$ cat config.mk
export PLATFORM = sky130hd
export DESIGN_NAME = acorn128_host_if_flat
export DESIGN_NICKNAME = d
export VERILOG_FILES = /design/src/rtl/acorn128_host_if_pkg.sv /design/src/rtl/acorn128_host_if_if.sv /design/src/rtl/acorn128_host_if_word_pack.sv /design/src/rtl/acorn128_host_if.sv /design/src/flat_wrapper.sv
export SDC_FILE = /design/constraint.sdc
export NUM_CORES = 1
export LEC_CHECK = 0
export ABC_AREA = 1
export CAP_MARGIN = 20
export CORE_AREA = 5 5 355 357
export CTS_CLUSTER_SIZE = 24
export DETAILED_ROUTE_END_ITERATION = 8
export DIE_AREA = 0 0 360 362
export SLEW_MARGIN = 0
export SYNTH_ARGS = -nofsm -noshare
export SYNTH_HDL_FRONTEND = slang
export SYNTH_SLANG_ARGS = --single-unit
$ cat constraint.sdc
create_clock -name clk -period 38.3 [get_ports clk]
set_input_delay 7.66 -clock clk [delete_from_list [all_inputs] [get_ports clk]]
set_output_delay 7.66 -clock clk [all_outputs]
set_load 0.02 [all_outputs]
$ cat src/rtl/acorn128_host_if_pkg.sv
// acorn128_host_if_pkg
// Shared definitions for the ACORN-128 host interface slice:
//   state_t   - controller states (LOAD, RUN, DRAIN, CLR)
//   WORD_W    - host bus word width
//   WORDS_IN  - host beats per load (key, IV, AD, PT x 4 words)
//   WORDS_OUT - output words per result (ct x 4, tag x 4)
//   DATA_LEN  - fixed message length reported to the core
package acorn128_host_if_pkg;

    typedef enum logic [1:0] {
        LOAD  = 2'd0,
        RUN   = 2'd1,
        DRAIN = 2'd2,
        CLR   = 2'd3
    } state_t;

    localparam int WORD_W    = 32;
    localparam int WORDS_IN  = 16;
    localparam int WORDS_OUT = 8;
    localparam int DATA_LEN  = 128;

endpackage

$ cat src/rtl/acorn128_host_if_if.sv
// acorn128_host_if_if
// Host-side streaming bus of the ACORN-128 host interface.
//   s_valid/s_ready/s_data : host -> block input words
//   m_valid/m_ready/m_data : block -> host output words
//   m_last                 : marks the final output word
// Modports:
//   master - the host side (drives s_valid, s_data, m_ready)
//   slave  - the acorn128_host_if block
interface acorn128_host_if_if;
    import acorn128_host_if_pkg::*;

    logic              s_valid;
    logic              s_ready;
    logic [WORD_W-1:0] s_data;
    logic              m_valid;
    logic              m_ready;
    logic [WORD_W-1:0] m_data;
    logic              m_last;

    modport master (
        output s_valid, s_data, m_ready,
        input  s_ready, m_valid, m_data, m_last
    );

    modport slave (
        input  s_valid, s_data, m_ready,
        output s_ready, m_valid, m_data, m_last
    );

endinterface

$ cat src/rtl/acorn128_host_if_word_pack.sv
// acorn128_word_pack
// Assembles one 128-bit field from four 32-bit host words. Each load shifts
// the new word in at the top, so after four loads word k sits at bits
// [32k+31:32k] (first word ends up least significant).
// Ports:
//   clk, rst - clock and asynchronous active-high reset
//   load     - shift in 'word' this cycle
//   word     - incoming 32-bit host word
//   field    - assembled 128-bit field
module acorn128_word_pack
    import acorn128_host_if_pkg::*;
(
    input  logic                  clk,
    input  logic                  rst,
    input  logic                  load,
    input  logic [WORD_W-1:0]     word,
    output logic [4*WORD_W-1:0]   field
);

    always_ff @(posedge clk or posedge rst) begin
        if (rst) begin
            field <= '0;
        end else if (load) begin
            field <= {word, field[4*WORD_W-1:WORD_W]};
        end
    end

endmodule

$ cat src/rtl/acorn128_host_if.sv
// acorn128_host_if
// Host adapter for an ACORN-128 cipher core. Collects 16 host words
// (key, IV, AD, PT - four words each, low word first), starts the core,
// waits for it, then streams ciphertext and tag (8 words, low word first)
// back to the host, pulses core_rst and returns to loading.
// Ports:
//   clk, rst        - clock and asynchronous active-high reset
//   bus (slave)     - host input/output stream (see acorn128_host_if_if)
//   core_rst        - one-cycle reset pulse to the core after each result
//   core_start      - held high while the core is running
//   core_encrypt    - encrypt select (mirrors core_start)
//   core_key/iv/ad/pt, core_len - operands to the core
//   core_ready      - core done; core_ct/core_tag valid
//   busy            - high in RUN or DRAIN
//   timeout_err     - sticky abort flag
// Configuration:
//   ACORN128_HOST_TIMEOUT_EN - when defined, RUN aborts after TIMEOUT_CYCLES
//   cycles without core_ready; otherwise RUN waits forever and timeout_err=0.
module acorn128_host_if
    import acorn128_host_if_pkg::*;
#(
    parameter int TIMEOUT_CYCLES = 8191
)
(
    input  logic                 clk,
    input  logic                 rst,
    acorn128_host_if_if.slave    bus,
    output logic                 core_rst,
    output logic                 core_start,
    output logic                 core_encrypt,
    output logic [127:0]         core_key,
    output logic [127:0]         core_iv,
    output logic [127:0]         core_ad,
    output logic [127:0]         core_pt,
    output logic [63:0]          core_len,
    input  logic                 core_ready,
    input  logic [127:0]         core_ct,
    input  logic [127:0]         core_tag,
    output logic                 busy,
    output logic                 timeout_err
);

    // The run counter is 13 bits wide, so larger limits cannot be honoured.
    if (TIMEOUT_CYCLES < 1 || TIMEOUT_CYCLES > 8191) begin : g_bad_timeout
        $error("acorn128_host_if: TIMEOUT_CYCLES out of range 1..8191");
    end

    state_t         state;
    logic [3:0]     word_cnt;
    logic [2:0]     out_cnt;
    logic [255:0]   out_buf;
    logic           s_ready_q;
    logic           m_valid_q;
    logic           beat;
    logic [127:0]   field_q [4];

`ifdef ACORN128_HOST_TIMEOUT_EN
    logic [12:0]    run_cnt;
    logic           timeout_q;
`endif

    assign beat = (state == LOAD) && bus.s_valid && s_ready_q;

    // word_cnt[3:2] selects the field (key, IV, AD, PT) taking this beat.
    for (genvar f = 0; f < 4; f++) begin : g_pack
        acorn128_word_pack u_pack (
            .clk   (clk),
            .rst   (rst),
            .load  (beat && (word_cnt[3:2] == 2'(f))),
            .word  (bus.s_data),
            .field (field_q[f])
        );
    end

    always_ff @(posedge clk or posedge rst) begin
        if (rst) begin
            state      <= LOAD;
            word_cnt   <= '0;
            out_cnt    <= '0;
            out_buf    <= '0;
            s_ready_q  <= 1'b1;
            m_valid_q  <= 1'b0;
            core_start <= 1'b0;
            core_rst   <= 1'b0;
`ifdef ACORN128_HOST_TIMEOUT_EN
            run_cnt    <= '0;
            timeout_q  <= 1'b0;
`endif
        end else begin
            case (state)
                LOAD: begin
                    if (beat) begin
                        word_cnt <= word_cnt + 4'd1;
`ifdef ACORN128_HOST_TIMEOUT_EN
                        timeout_q <= 1'b0;
                        run_cnt   <= '0;
`endif
                        if (word_cnt == 4'(WORDS_IN - 1)) begin
                            state      <= RUN;
                            s_ready_q  <= 1'b0;
                            core_start <= 1'b1;
                        end
                    end
                end
                RUN: begin
                    if (core_ready) begin
                        out_buf    <= {core_tag, core_ct};
                        out_cnt    <= '0;
                        core_start <= 1'b0;
                        m_valid_q  <= 1'b1;
                        state      <= DRAIN;
                    end
`ifdef ACORN128_HOST_TIMEOUT_EN
                    else if (run_cnt == 13'(TIMEOUT_CYCLES - 1)) begin
                        timeout_q  <= 1'b1;
                        core_start <= 1'b0;
                        core_rst   <= 1'b1;
                        state      <= CLR;
                    end else begin
                        run_cnt <= run_cnt + 13'd1;
                    end
`endif
                end
                DRAIN: begin
                    if (bus.m_ready) begin
                        if (out_cnt == 3'(WORDS_OUT - 1)) begin
                            m_valid_q <= 1'b0;
                            core_rst  <= 1'b1;
                            state     <= CLR;
                        end else begin
                            out_cnt <= out_cnt + 3'd1;
                        end
                    end
                end
                CLR: begin
                    core_rst  <= 1'b0;
                    s_ready_q <= 1'b1;
                    state     <= LOAD;
                end
                default: state <= LOAD;
            endcase
        end
    end

    // Output words come straight from the captured buffer, so m_data and
    // m_last only move when out_cnt advances on an accepted transfer.
    assign bus.m_data  = out_buf[{out_cnt, 5'b0} +: WORD_W];
    assign bus.m_last  = m_valid_q && (out_cnt == 3'(WORDS_OUT - 1));
    assign bus.m_valid = m_valid_q;
    assign bus.s_ready = s_ready_q;

    assign core_encrypt = core_start;
    assign core_len     = 64'(DATA_LEN);
    assign core_key     = field_q[0];
    assign core_iv      = field_q[1];
    assign core_ad      = field_q[2];
    assign core_pt      = field_q[3];
    assign busy         = (state == RUN) || (state == DRAIN);

`ifdef ACORN128_HOST_TIMEOUT_EN
    assign timeout_err = timeout_q;
`else
    assign timeout_err = 1'b0;
`endif

endmodule

$ cat src/flat_wrapper.sv
// flat-port wrapper written by rule: the top's interface ports become plain ports
module acorn128_host_if_flat import acorn128_host_if_pkg::*;
#(
    parameter int TIMEOUT_CYCLES = 8191
)
  (clk, rst, core_rst, core_start, core_encrypt, core_key, core_iv, core_ad, core_pt, core_len, core_ready, core_ct, core_tag, busy, timeout_err, bus_s_valid, bus_s_data, bus_m_ready, bus_s_ready, bus_m_valid, bus_m_data, bus_m_last);
  acorn128_host_if_if bus_i ();
  input  logic clk;
  input  logic rst;
  output logic core_rst;
  output logic core_start;
  output logic core_encrypt;
  output logic [127:0] core_key;
  output logic [127:0] core_iv;
  output logic [127:0] core_ad;
  output logic [127:0] core_pt;
  output logic [63:0] core_len;
  input  logic core_ready;
  input  logic [127:0] core_ct;
  input  logic [127:0] core_tag;
  output logic busy;
  output logic timeout_err;
  input wire logic [$bits(bus_i.s_valid)-1:0] bus_s_valid;
  input wire logic [$bits(bus_i.s_data)-1:0] bus_s_data;
  input wire logic [$bits(bus_i.m_ready)-1:0] bus_m_ready;
  output wire logic [$bits(bus_i.s_ready)-1:0] bus_s_ready;
  output wire logic [$bits(bus_i.m_valid)-1:0] bus_m_valid;
  output wire logic [$bits(bus_i.m_data)-1:0] bus_m_data;
  output wire logic [$bits(bus_i.m_last)-1:0] bus_m_last;
  assign bus_i.s_valid = bus_s_valid;
  assign bus_i.s_data = bus_s_data;
  assign bus_i.m_ready = bus_m_ready;
  assign bus_s_ready = bus_i.s_ready;
  assign bus_m_valid = bus_i.m_valid;
  assign bus_m_data = bus_i.m_data;
  assign bus_m_last = bus_i.m_last;
  acorn128_host_if #(.TIMEOUT_CYCLES(TIMEOUT_CYCLES)) u_core (.clk(clk), .rst(rst), .bus(bus_i), .core_rst(core_rst), .core_start(core_start), .core_encrypt(core_encrypt), .core_key(core_key), .core_iv(core_iv), .core_ad(core_ad), .core_pt(core_pt), .core_len(core_len), .core_ready(core_ready), .core_ct(core_ct), .core_tag(core_tag), .busy(busy), .timeout_err(timeout_err));
endmodule
==> results by group, run 1 <==
Floorplan
  – DIE AREA: 0.130 mm^2
  – Standard-cell rows: 129
  – Number of I/O pins: 909
  – Core ar.: 0.123 mm^2
  – Die Y: 362 um
  – Die Wd: 360 um
  – Initial core utilization: 0.268

Logic synthesis
  – Synth Register Bits: 781
  – Post-Syn Area: 0.0329 mm^2
  – Area leader, netlist: dfrtp_1
  – XOR/XNOR Fraction of Synth Area: 0.000799
  – Synthesized instance count: 3945
  – Multiplexer area fraction after synthesis: 0
  – Register area share after synthesis: 0.595
  – Complex-gate fraction of the synthesized area: 0.104
  – EDFF count, synth: 0
  – Count of unique library cells instantiated by Yosys: 25
  – Post-synthesis simple-gate area fraction: 0.193
  – Yosys top cell area share: 0.594
  – Number of synthesis warnings: 0
  – Main combinational cell family by area after synthesis: simple AND/OR/NAND/NOR gates
  – FFs w/ async S/R, synth: 1.00
  – Mean post-synth cell area: 8.33 um^2
  – Top_reg_cell synth: dfrtp_1
  – Adder-cell share of the synthesized area: 0.00266
  – Area contributors post-synth: dfrtp_1, nand2_1, o21ai_0

Critical path
  – Register-to-register setup slack: 34.62 ns
  – Family with the most delay on the worst path: buffers and inverters
  – Worst r2r src: u_core.state[0]
  – CP Capture Point: bus_m_data[14]
  – Critical Path RT: 30.64 ns
  – CP Cell Sequence: buf_4 > buf_4 > nor2_1 > nor2_1 > nand2_1 > nand2_1 > nand2_1 > nand2_1 > clkdlybuf4s50_1
  – Critical path arrival: 4.10 ns
  – Max stage delay cell, worst path: buf_4
  – Slowest stage delay, CP: 0.75 ns
  – Worst Reg2Reg Path Length in Cells: 8
  – Stages on the worst setup path: 9
  – Setup crit start: u_core.out_cnt[0]
  – Crit path buffers/inverters: 3
  – Crit path kind: flip-flop to primary output
  – Critical path endpoint category: primary output
  – CP Max Fanout: 87
  – Worst r2r dst: u_core.g_pack[3].u_pack.field[108]
  – Worst Setup Start Kind: flip-flop
  – Crit path top cell by count: nand2_1

STA
  – RSZ-0062 raised after global routing: false
  – Slew HR: 0.343
  – Maximum clock frequency: 0.0850 GHz
  – Setup TNS: 0 ns
  – Tmin final: 11.76 ns
  – Period Utilization, post-route: 0.307
  – Final setup fails: 0
  – Setup ws final: 26.54 ns
  – Pins over their slew limit: 0
  – Slew of the pin with the lowest slew margin: 0.982 ns
  – Post-route clock skew: 0.0608 ns
  – Final hold viol count: 0

Placement
  – PortBufs: 843
  – Post-DP HPWL: 98600 um
  – Post-Place Setup Slack: 26.65 ns
  – Post-DP Area: 0.0424 mm^2
  – Placed cell count: 6233
  – Final RePlAce weighted congestion: 0.872

Power and ir drop
  – Maximum vdd drop: 0.0000609 V
  – Cell area power density: 95.5 mW/mm^2
  – P_leak: 21.6 nW

Detailed routing
  – DR vias: 28000
  – # DRC: 0
  – DRT antenna net count: 0
  – Starting DRT DRC Count: 2809
  – Pre-antenna DRT Iters: 6
  – Wirelength per Cell: 20.4 um
  – Drt total wl: 130000 um
  – Via density: 4.37

Outcome
  – Status: completed

Finish
  – Nets: 4989
  – Most frequent cells in the layout: nand2_1, clkdlybuf4s50_1, dfrtp_1
  – Synth-to-layout area growth: 38.6%
  – Final instance area: 0.0455 mm^2
  – Fin util: 0.371
  – Share of cells above drive strength 1: 0.0405
  – Most common cell after layout, fill and taps aside: nand2_1
  – Post-Layout Cell Count: 6404

Clock network
  – Post-cts hold buffer count: 0
  – Clk pin slew, worst setup/hold paths: 0.06 ns
  – Clk root buf: clkbuf_16
  – CTS tree: built
  – CTS Sinks: 781
  – Cts repair resizes: 0
  – Htree depth: 3
  – Clock latency at the later pin of the worst-skew pair: 0.68 ns
  – Clock Tree Buf Depth: 3
  – TritonCTS Buffers: 88
  – Post-CTS Setup Inserts: 0

Global route
  – Global route overflow: 0
  – Tot GR Track Use: 0.193
  – Largest net degree at the start of global routing: 256
  – First-pass GRT wire length: 188000 um
  – Number of global-route vias before repair: 26900
  – Initial antenna violation count: 16

Hold path
  – Worst Hold Class: flip-flop to flip-flop

Flow run
  – Max-cap violations: 0
through the flow:
| stage | hold WS, ns | total power [mW] |
|---|---|---|
| 5_1_grt | 0.491 | 4.62 |
| 3_3_place_gp | 0.456 | 3.47 |
| 4_1_cts | 0.477 | 4.40 |
| 2_1_floorplan | 0.444 | 2.42 |
| 6_report | 0.474 | 4.35 |
| 3_5_place_dp | 0.460 | 3.49 |
layer usage:
layer,wire [um],up-vias,global-route usage
li1,-,13300,-
met4,4100,10,0.0572
met1,52800,13400,0.238
met5,64,-,0
met2,62600,1089,0.327
met3,10800,183,0.0579
flip-flops by register name (all words and copies together) (netlist names):
name	count
u_core.out_cnt	3
u_core.state	2
u_core.core_rst	1
u_core.bus.m_valid	1
u_core.out_buf	256
u_core.word_cnt	4
u_core.bus.s_ready	1
u_core.core_encrypt	1
u_core.g_pack.u_pack.field	512
worst reg2reg max path: cells and delay by family (launching register included):
| family | cells | cell delay [ns] |
|---|---|---|
| compound gates | 1 | 0.22 |
| fa+ha+maj | 1 | 0.30 |
| buf+inv | 4 | 2.29 |
| flops | 1 | 0.42 |
| simple gates | 2 | 0.34 |
logic make-up (layout without fill, tap and decap cells):
logic type / count (synthesis) / count (layout)
xor gates and xnor gates: 3 / 3
other: 2 / 69
AOI/OAI and AO/OA: 682 / 682
DFF: 781 / 781
adders and majority gates: 7 / 7
buffers and inverters: 793 / 1548
and+or+nand+nor: 1677 / 1677
cells in the mapped netlist, types with 2 or more instances:
library cell / n
a21oi_1: 121
inv_1: 508
nand2_1: 1311
o21bai_1: 2
nand3_1: 13
nor3_2: 2
conb_1: 2
dfrtp_1: 780
buf_4: 84
or2_2: 3
clkbuf_1: 70
o21ai_1: 22
o21ai_0: 537
clkbuf_2: 4
nor2_1: 345
buf_1: 15
buf_2: 110
xor2_1: 2
ha_1: 7
nor2_2: 2
worst min-delay path by stage:
stage	start	slack (ns)	cells after the start	to
2_1_floorplan	u_core.out_buf[0]	0.44	2	u_core.out_buf[0]
3_3_place_gp	u_core.out_buf[22]	0.46	2	u_core.out_buf[22]
3_5_place_dp	u_core.out_buf[23]	0.46	2	u_core.out_buf[23]
4_1_cts	u_core.out_buf[27]	0.48	2	u_core.out_buf[27]
5_1_grt	u_core.out_buf[11]	0.49	2	u_core.out_buf[11]
6_report	u_core.out_buf[27]	0.47	2	u_core.out_buf[27]
final cells by class:
class / instances / area, um^2
tap: 1637 / 2050
sequential: 781 / 19500
clock buffer: 122 / 2490
multi-input combinational: 2434 / 10200
antenna: 4 / 10.0
inverter: 510 / 1930
fill: 12500 / 77100
timing repair buffer: 874 / 8770
clock inverter: 42 / 591
where the power goes:
part,switching (mW),internal (mW)
sequential,0.292,1.22
combinational,1.17,0.781
clock,0.371,0.511
Power figures use the tool's default switching activity.
==> run 2: changes to the inputs <==
Clock period 38.3 ns to 11.6 ns, I/O delays scaled along.
==> run 2 against run 1 <==
Compared with the run above: clock-buffer cell count is 16 higher; largest power group unchanged; sequential power rose to 3.4 times the previous value; worst setup slack worse by 21 ns; die area stayed put; sequential cell count stayed put; via count rose by 0.95%; total power grew to 3.3 times the previous value.
==> results by group, run 2 (synthesized netlist as in run 1, its figures left out) <==
Outcome
  – Status: completed (unchanged)

Global route
  – Largest net degree at the start of global routing: 257 (was 256)
  – First-pass GRT wire length: 192000 um (was 188000 um)
  – Global route overflow: 0 (unchanged)
  – Tot GR Track Use: 0.198 (was 0.193)
  – Number of global-route vias before repair: 27800 (was 26900)
  – Initial antenna violation count: 13 (was 16)

Finish
  – Fill cells: 12600 (was 12500)
  – Most frequent cells in the layout: nand2_1, clkdlybuf4s50_1, dfrtp_1 (unchanged)
  – Max reg flops: 512 (unchanged)
  – Register area: 0.0195 mm^2 (unchanged)
  – Largest registers: u_core.g_pack.u_pack.field: 512 flops, u_core.out_buf: 256 flops, u_core.word_cnt: 4 flops (unchanged)
  – Most common cell after layout, fill and taps aside: nand2_1 (unchanged)
  – Most flop-heavy register: u_core.g_pack.u_pack.field (unchanged)
  – Final instance area: 0.0454 mm^2 (was 0.0455 mm^2)
  – Multi-input logic area: 0.0102 mm^2 (unchanged)
  – Share of cells above drive strength 1: 0.0376 (was 0.0405)
  – Synth-to-layout area growth: 38.1% (was 38.6%)
  – Nets: 4988 (was 4989)

STA
  – Pins over their slew limit: 0 (unchanged)
  – Final hold viol count: 0 (unchanged)
  – Maximum clock frequency: 0.160 GHz
  – Setup TNS: 0 ns (unchanged)
  – Final setup fails: 0 (unchanged)
  – Tmin final: 6.25 ns
  – Post-route clock skew: 0.0305 ns (was 0.0608 ns)
  – RSZ-0062 raised after global routing: false (unchanged)
  – Slew of the pin with the lowest slew margin: 1.14 ns (was 0.982 ns)
  – Slew HR: 0.237 (was 0.343)
  – Period Utilization, post-route: 0.539

Critical path
  – Slowest stage delay, CP: 0.63 ns (was 0.75 ns)
  – Crit path buffers/inverters: 4 (was 3)
  – Family with the most delay on the worst path: buffers and inverters (unchanged)
  – Critical path arrival: 3.93 ns (was 4.10 ns)
  – CP Max Fanout: 57 (was 87)
  – Crit path kind: flip-flop to primary output (unchanged)
  – Max stage delay cell, worst path: clkdlybuf4s50_1 (was buf_4)
  – Crit path top cell by count: nand2_1 (unchanged)
  – CP Cell Sequence: buf_4 > clkinv_2 > buf_4 > nor2_1 > nand2_1 > o21ai_0 > nand2_1 > nand2_1 > clkdlybuf4s50_1 (was buf_4 > buf_4 > nor2_1 > nor2_1 > nand2_1 > nand2_1 > nand2_1 > nand2_1 > clkdlybuf4s50_1)
  – Critical Path RT: 9.28 ns (was 30.64 ns)
  – Worst Setup Start Kind: flip-flop (unchanged)
  – Critical path endpoint category: primary output (unchanged)

Power and ir drop
  – Final Power: 14.4 mW (was 4.35 mW)
  – Net Sw Frac: 0.427 (was 0.422)
  – Logic pwr share: 0.448 (was 0.449)
  – Cell area power density: 317 mW/mm^2 (was 95.5 mW/mm^2)
  – Internal: 8.25 mW (was 2.52 mW)
  – P_leak: 21.5 nW (was 21.6 nW)
  – Clock power share: 0.197 (was 0.203)
  – Net switching power: 6.16 mW (was 1.84 mW)
  – Sequential Power Share: 0.355 (was 0.348)
  – Maximum vdd drop: 0.000231 V (was 0.0000609 V)

Floorplan
  – Standard-cell rows: 129 (unchanged)
  – Die Y: 362 um (unchanged)
  – Number of I/O pins: 909 (unchanged)
  – Die Wd: 360 um (unchanged)
  – DIE AREA: 0.130 mm^2 (unchanged)
  – Initial core utilization: 0.268 (unchanged)
  – Core ar.: 0.123 mm^2 (unchanged)

Detailed routing
  – Via density: 4.41 (was 4.37)
  – DRT antenna net count: 0 (unchanged)
  – Pre-antenna DRT Iters: 6 (unchanged)
  – DR vias: 28300 (was 28000)
  – # DRC: 0 (unchanged)
  – Starting DRT DRC Count: 2558 (was 2809)
  – Drt total wl: 134000 um (was 130000 um)
  – Wirelength per Cell: 21.0 um (was 20.4 um)

Placement
  – PortBufs: 843 (unchanged)
  – Post-DP Area: 0.0424 mm^2 (about the same)
  – Post-DP HPWL: 102000 um (was 98600 um)
  – Final RePlAce weighted congestion: 0.998 (was 0.872)

Clock network
  – Cts repair resizes: 0 (unchanged)
  – Htree depth: 3 (unchanged)
  – Clk pin slew, worst setup/hold paths: 0.06 ns (about the same)
  – TritonCTS Buffers: 89 (was 88)
  – CTS tree: built (unchanged)
  – Clk root buf: clkbuf_16 (unchanged)
  – CTS Sinks: 781 (unchanged)
  – Post-cts hold buffer count: 0 (unchanged)
  – Clock Tree Buf Depth: 3 (unchanged)
  – Clock latency at the later pin of the worst-skew pair: 0.70 ns (was 0.68 ns)
  – Post-CTS Setup Inserts: 0 (unchanged)

Hold path
  – Worst Hold Class: flip-flop to flip-flop (unchanged)

Flow run
  – Max-cap violations: 0 (unchanged)
run 2: cell count changes in the layout (fill, tap and decap cells not counted), moves of 2 or more:
| cell | previous run | this run |
|---|---|---|
| inv_8 | 4 | 2 |
| clkbuf_1 | 18 | 28 |
| bufinv_16 | 7 | 3 |
| clkbuf_8 | 16 | 20 |
| clkinv_8 | 0 | 2 |
| clkinv_2 | 21 | 11 |
| diode_2 | 4 | 8 |
| clkbuf_16 | 88 | 90 |
| buf_4 | 25 | 23 |
| clkinv_16 | 7 | 2 |
run 2: final timing paths:
check	start	endpoint	slack [ns]	cells after the start
worst min register to register	u_core.out_buf[0]	u_core.out_buf[0]	0.47	2
worst max register to register	u_core.state[1]	u_core.out_buf[20]	8.07	7
worst min-delay path	u_core.out_buf[0]	u_core.out_buf[0]	0.47	2
worst max-delay path	u_core.out_cnt[1]	bus_m_data[24]	5.35	9
max in group asynchronous	rst	u_core.g_pack[0].u_pack.field[18]	7.16	4
min in group asynchronous	rst	u_core.g_pack[2].u_pack.field[58]	2.14	2
run 2: cell type report:
type / instances / area share
Antenna cell: 8 / 0.000441
Clock buffer: 138 / 0.0580
Clock inverter: 24 / 0.00667
Inverter: 510 / 0.0425
Multi-Input combinational cell: 2434 / 0.224
Sequential cell: 781 / 0.431
Tap cell: 1637 / 0.0451
Timing Repair Buffer: 872 / 0.193
run 2: power by group through the flow:
| stage | combinational, mW | clock (mW) | sequential (mW) |
|---|---|---|---|
| after global routing | 6.95 | 3.02 | 5.26 |
| after CTS | 6.48 | 2.91 | 5.13 |
| after floorplan | 2.17 | 0 | 5.84 |
| after global placement | 6.42 | 0 | 5.12 |
| final | 6.45 | 2.84 | 5.12 |
| after detailed placement | 6.45 | 0 | 5.16 |
run 2: through the flow:
stage	utilization	hold WS, ns	instances	worst slack, ns
after floorplan	-	0.444	4008	-1.43
after global placement	0.345	0.459	6232	6.06
after detailed placement	0.345	0.460	6232	6.04
after CTS	0.369	0.476	6394	5.34
after global routing	0.370	0.491	6399	5.13
final	0.370	0.475	6404	5.35
run 2: routing by layer:
| layer | GRT usage | vias to the layer above | wire, um |
|---|---|---|---|
| li1 | - | 13400 | - |
| met1 | 0.233 | 13500 | 52200 |
| met2 | 0.331 | 1159 | 63600 |
| met3 | 0.0574 | 256 | 10900 |
| met4 | 0.101 | 4 | 7480 |
| met5 | 0 | - | 32 |
run 2: worst register-to-register path, stage by stage (launching register included):
cell and delay [ns]:
dfrtp_1 0.40, inv_1 0.10, ha_1 0.26, nand2_4 0.50, inv_8 0.78, buf_4 0.99, nand2_1 0.29, nand2_1 0.11
==> run 3: changes to the inputs <==
Settings changed: CORE_AREA 5 5 355 357 to 5 5 353 355, DIE_AREA 0 0 360 362 to 0 0 358 360.
Clock period 11.6 ns to 5.4 ns, I/O delays scaled along.
==> run 3 against run 2 <==
Compared with the run above: worst setup slack worse by 4.8 ns; sequential power up 110%; clock skew up 0.020 ns; final cell count about the same; hold slack better by 0.0011 ns; register-to-register slack worse by 5.5 ns; total power up 120%; wire length up 2.0%; utilization up 0.84 points; via count about the same; combinational power up 120%; clock-buffer cell count down 21; critical path type unchanged; critical endpoint is now bus_m_data[23]; largest cell class unchanged; highest routed layer unchanged.
==> results by group, run 3 (synthesized netlist as in run 1, its figures left out) <==
Placement
  – Post-DP HPWL: 105000 um (was 102000 um)
  – PortBufs: 843 (unchanged)
  – Final RePlAce weighted congestion: 0.924 (was 0.998)
  – Post-Place Setup Slack: 1.23 ns (was 6.04 ns)

Clock network
  – Clk root buf: clkbuf_16 (unchanged)
  – CTS tree: built (unchanged)
  – Htree depth: 3 (unchanged)
  – Post-cts hold buffer count: 0 (unchanged)
  – Post-CTS Setup Inserts: 0 (unchanged)
  – TritonCTS Buffers: 87 (was 89)
  – Clk pin slew, worst setup/hold paths: 0.06 ns (about the same)
  – CTS Sinks: 781 (unchanged)
  – Clock Tree Buf Depth: 3 (unchanged)
  – Clock latency at the later pin of the worst-skew pair: 0.68 ns (was 0.70 ns)
  – Cts repair resizes: 0 (unchanged)

Power and ir drop
  – Maximum vdd drop: 0.000412 V (was 0.000231 V)
  – Cell area power density: 685 mW/mm^2 (was 317 mW/mm^2)
  – P_leak: 21.8 nW (was 21.5 nW)

STA
  – RSZ-0062 raised after global routing: false (unchanged)
  – Final hold viol count: 0 (unchanged)
  – Final setup fails: 0 (unchanged)
  – Tmin final: 4.90 ns
  – Period Utilization, post-route: 0.908
  – Slew of the pin with the lowest slew margin: 1.06 ns (was 1.14 ns)
  – Pins over their slew limit: 0 (unchanged)
  – Slew HR: 0.292 (was 0.237)
  – Worst hold slack: 0.476 ns (was 0.475 ns)
  – Setup ws final: 0.498 ns (was 5.35 ns)
  – Maximum clock frequency: 0.204 GHz
  – Post-route clock skew: 0.0504 ns (was 0.0305 ns)

Detailed routing
  – DR vias: 28300 (about the same)
  – Drt total wl: 137000 um (was 134000 um)
  – Pre-antenna DRT Iters: 6 (unchanged)
  – # DRC: 0 (unchanged)
  – Starting DRT DRC Count: 2609 (was 2558)
  – Via density: 4.41 (about the same)
  – Wirelength per Cell: 21.4 um (was 21.0 um)
  – DRT antenna net count: 0 (unchanged)

Critical path
  – Crit path kind: flip-flop to primary output (unchanged)
  – CP Cell Sequence: inv_2 > nor2_1 > o21ai_0 > nand2_1 > nand2_1 > clkdlybuf4s50_1 (was buf_4 > clkinv_2 > buf_4 > nor2_1 > nand2_1 > o21ai_0 > nand2_1 > nand2_1 > clkdlybuf4s50_1)
  – Worst Setup Start Kind: flip-flop (unchanged)
  – Slowest stage delay, CP: 0.79 ns (was 0.63 ns)
  – Max stage delay cell, worst path: o21ai_0 (was clkdlybuf4s50_1)
  – Crit path top cell by count: nand2_1 (unchanged)
  – CP Max Fanout: 37 (was 57)
  – Critical Path RT: 4.32 ns (was 9.28 ns)
  – Critical path endpoint category: primary output (unchanged)
  – Critical path arrival: 3.82 ns (was 3.93 ns)

Outcome
  – Status: completed (unchanged)

Global route
  – Global route overflow: 0 (unchanged)
  – Tot GR Track Use: 0.204 (was 0.198)
  – Largest net degree at the start of global routing: 133 (was 257)
  – Initial antenna violation count: 11 (was 13)
  – First-pass GRT wire length: 195000 um (was 192000 um)
  – Number of global-route vias before repair: 27500 (was 27800)

Finish
  – Share of cells above drive strength 1: 0.0448 (was 0.0376)
  – Most frequent cells in the layout: nand2_1, clkdlybuf4s50_1, dfrtp_1 (unchanged)
  – Synth-to-layout area growth: 39.4% (was 38.1%)
  – Most flop-heavy register: u_core.g_pack.u_pack.field (unchanged)
  – Largest registers: u_core.g_pack.u_pack.field: 512 flops, u_core.out_buf: 256 flops, u_core.word_cnt: 4 flops (unchanged)
  – Max reg flops: 512 (unchanged)
  – Nets: 5013 (was 4988)
  – Most common cell after layout, fill and taps aside: nand2_1 (unchanged)

Floorplan
  – Die Y: 360 um (was 362 um)
  – Die Wd: 358 um (was 360 um)
  – Core ar.: 0.121 mm^2 (was 0.123 mm^2)
  – Standard-cell rows: 128 (was 129)
  – DIE AREA: 0.129 mm^2 (was 0.130 mm^2)
  – Number of I/O pins: 909 (unchanged)
  – Initial core utilization: 0.271 (was 0.268)

Flow run
  – Max-cap violations: 0 (unchanged)

Hold path
  – Worst Hold Class: flip-flop to flip-flop (unchanged)
-- run 3: changes by cell type in the layout (fill, tap and decap cells not counted), moves of 3 or more --
| cell | previous run | this run |
|---|---|---|
| clkbuf_8 | 20 | 16 |
| bufinv_16 | 3 | 12 |
| buf_12 | 4 | 15 |
| diode_2 | 8 | 3 |
| buf_4 | 23 | 41 |
| clkinv_2 | 11 | 14 |
| clkbuf_16 | 90 | 87 |
| clkbuf_1 | 28 | 14 |
-- run 3: metrics by stage --
stage	cell area [um^2]	TNS [ns]	util	instances	total power, mW
global route	45800	0	0.378	6405	33.1
detailed placement	42700	0	0.353	6249	25.1
CTS	45800	0	0.378	6405	31.7
finish	45800	0	0.378	6408	31.4
floorplan	33100	-4990.78	-	4008	17.2
global placement	42700	0	0.353	6248	24.9
-- run 3: cell type report --
class	count	area, um^2
fillers	12400	75300
flip-flops and latches	781	19500
multi-input cells	2434	10200
repair buffers	899	9050
clock buffers	117	2450
well taps	1625	2030
inverters	510	1930
clock inverters	39	646
diodes	3	7.51
-- run 3: worst max-delay path: cells and delay by family, from the launching register on --
family | cells | cell delay (ns)
and+or+nand+nor | 3 | 0.37
buffers and inverters | 2 | 1.28
AOI/OAI and AO/OA | 1 | 0.79
DFF | 1 | 0.65
-- run 3: worst paths after layout --
kind | from | end | slack [ns] | cells past startpoint
max in group asynchronous | rst | u_core.g_pack[3].u_pack.field[67] | 3.44 | 3
worst min register to register | u_core.out_buf[23] | u_core.out_buf[23] | 0.48 | 2
worst min-delay path | u_core.out_buf[23] | u_core.out_buf[23] | 0.48 | 2
worst max-delay path | u_core.out_cnt[0] | bus_m_data[23] | 0.50 | 6
min in group asynchronous | rst | u_core.g_pack[2].u_pack.field[27] | 1.15 | 3
worst max register to register | u_core.state[0] | u_core.g_pack[0].u_pack.field[120] | 2.60 | 8
-- run 3: metal layers --
layer  routed length (um)  track usage
met3                11400       0.0585
met2                65300        0.343
met5                   76            0
met4                 5660       0.0779
met1                54400        0.248
-- run 3: where the power goes --
group	switching, mW	leakage (nW)	internal (mW)
sequential	2.18	9.27	8.68
clock	2.64	1.51	3.80
combinational	8.53	11.0	5.55
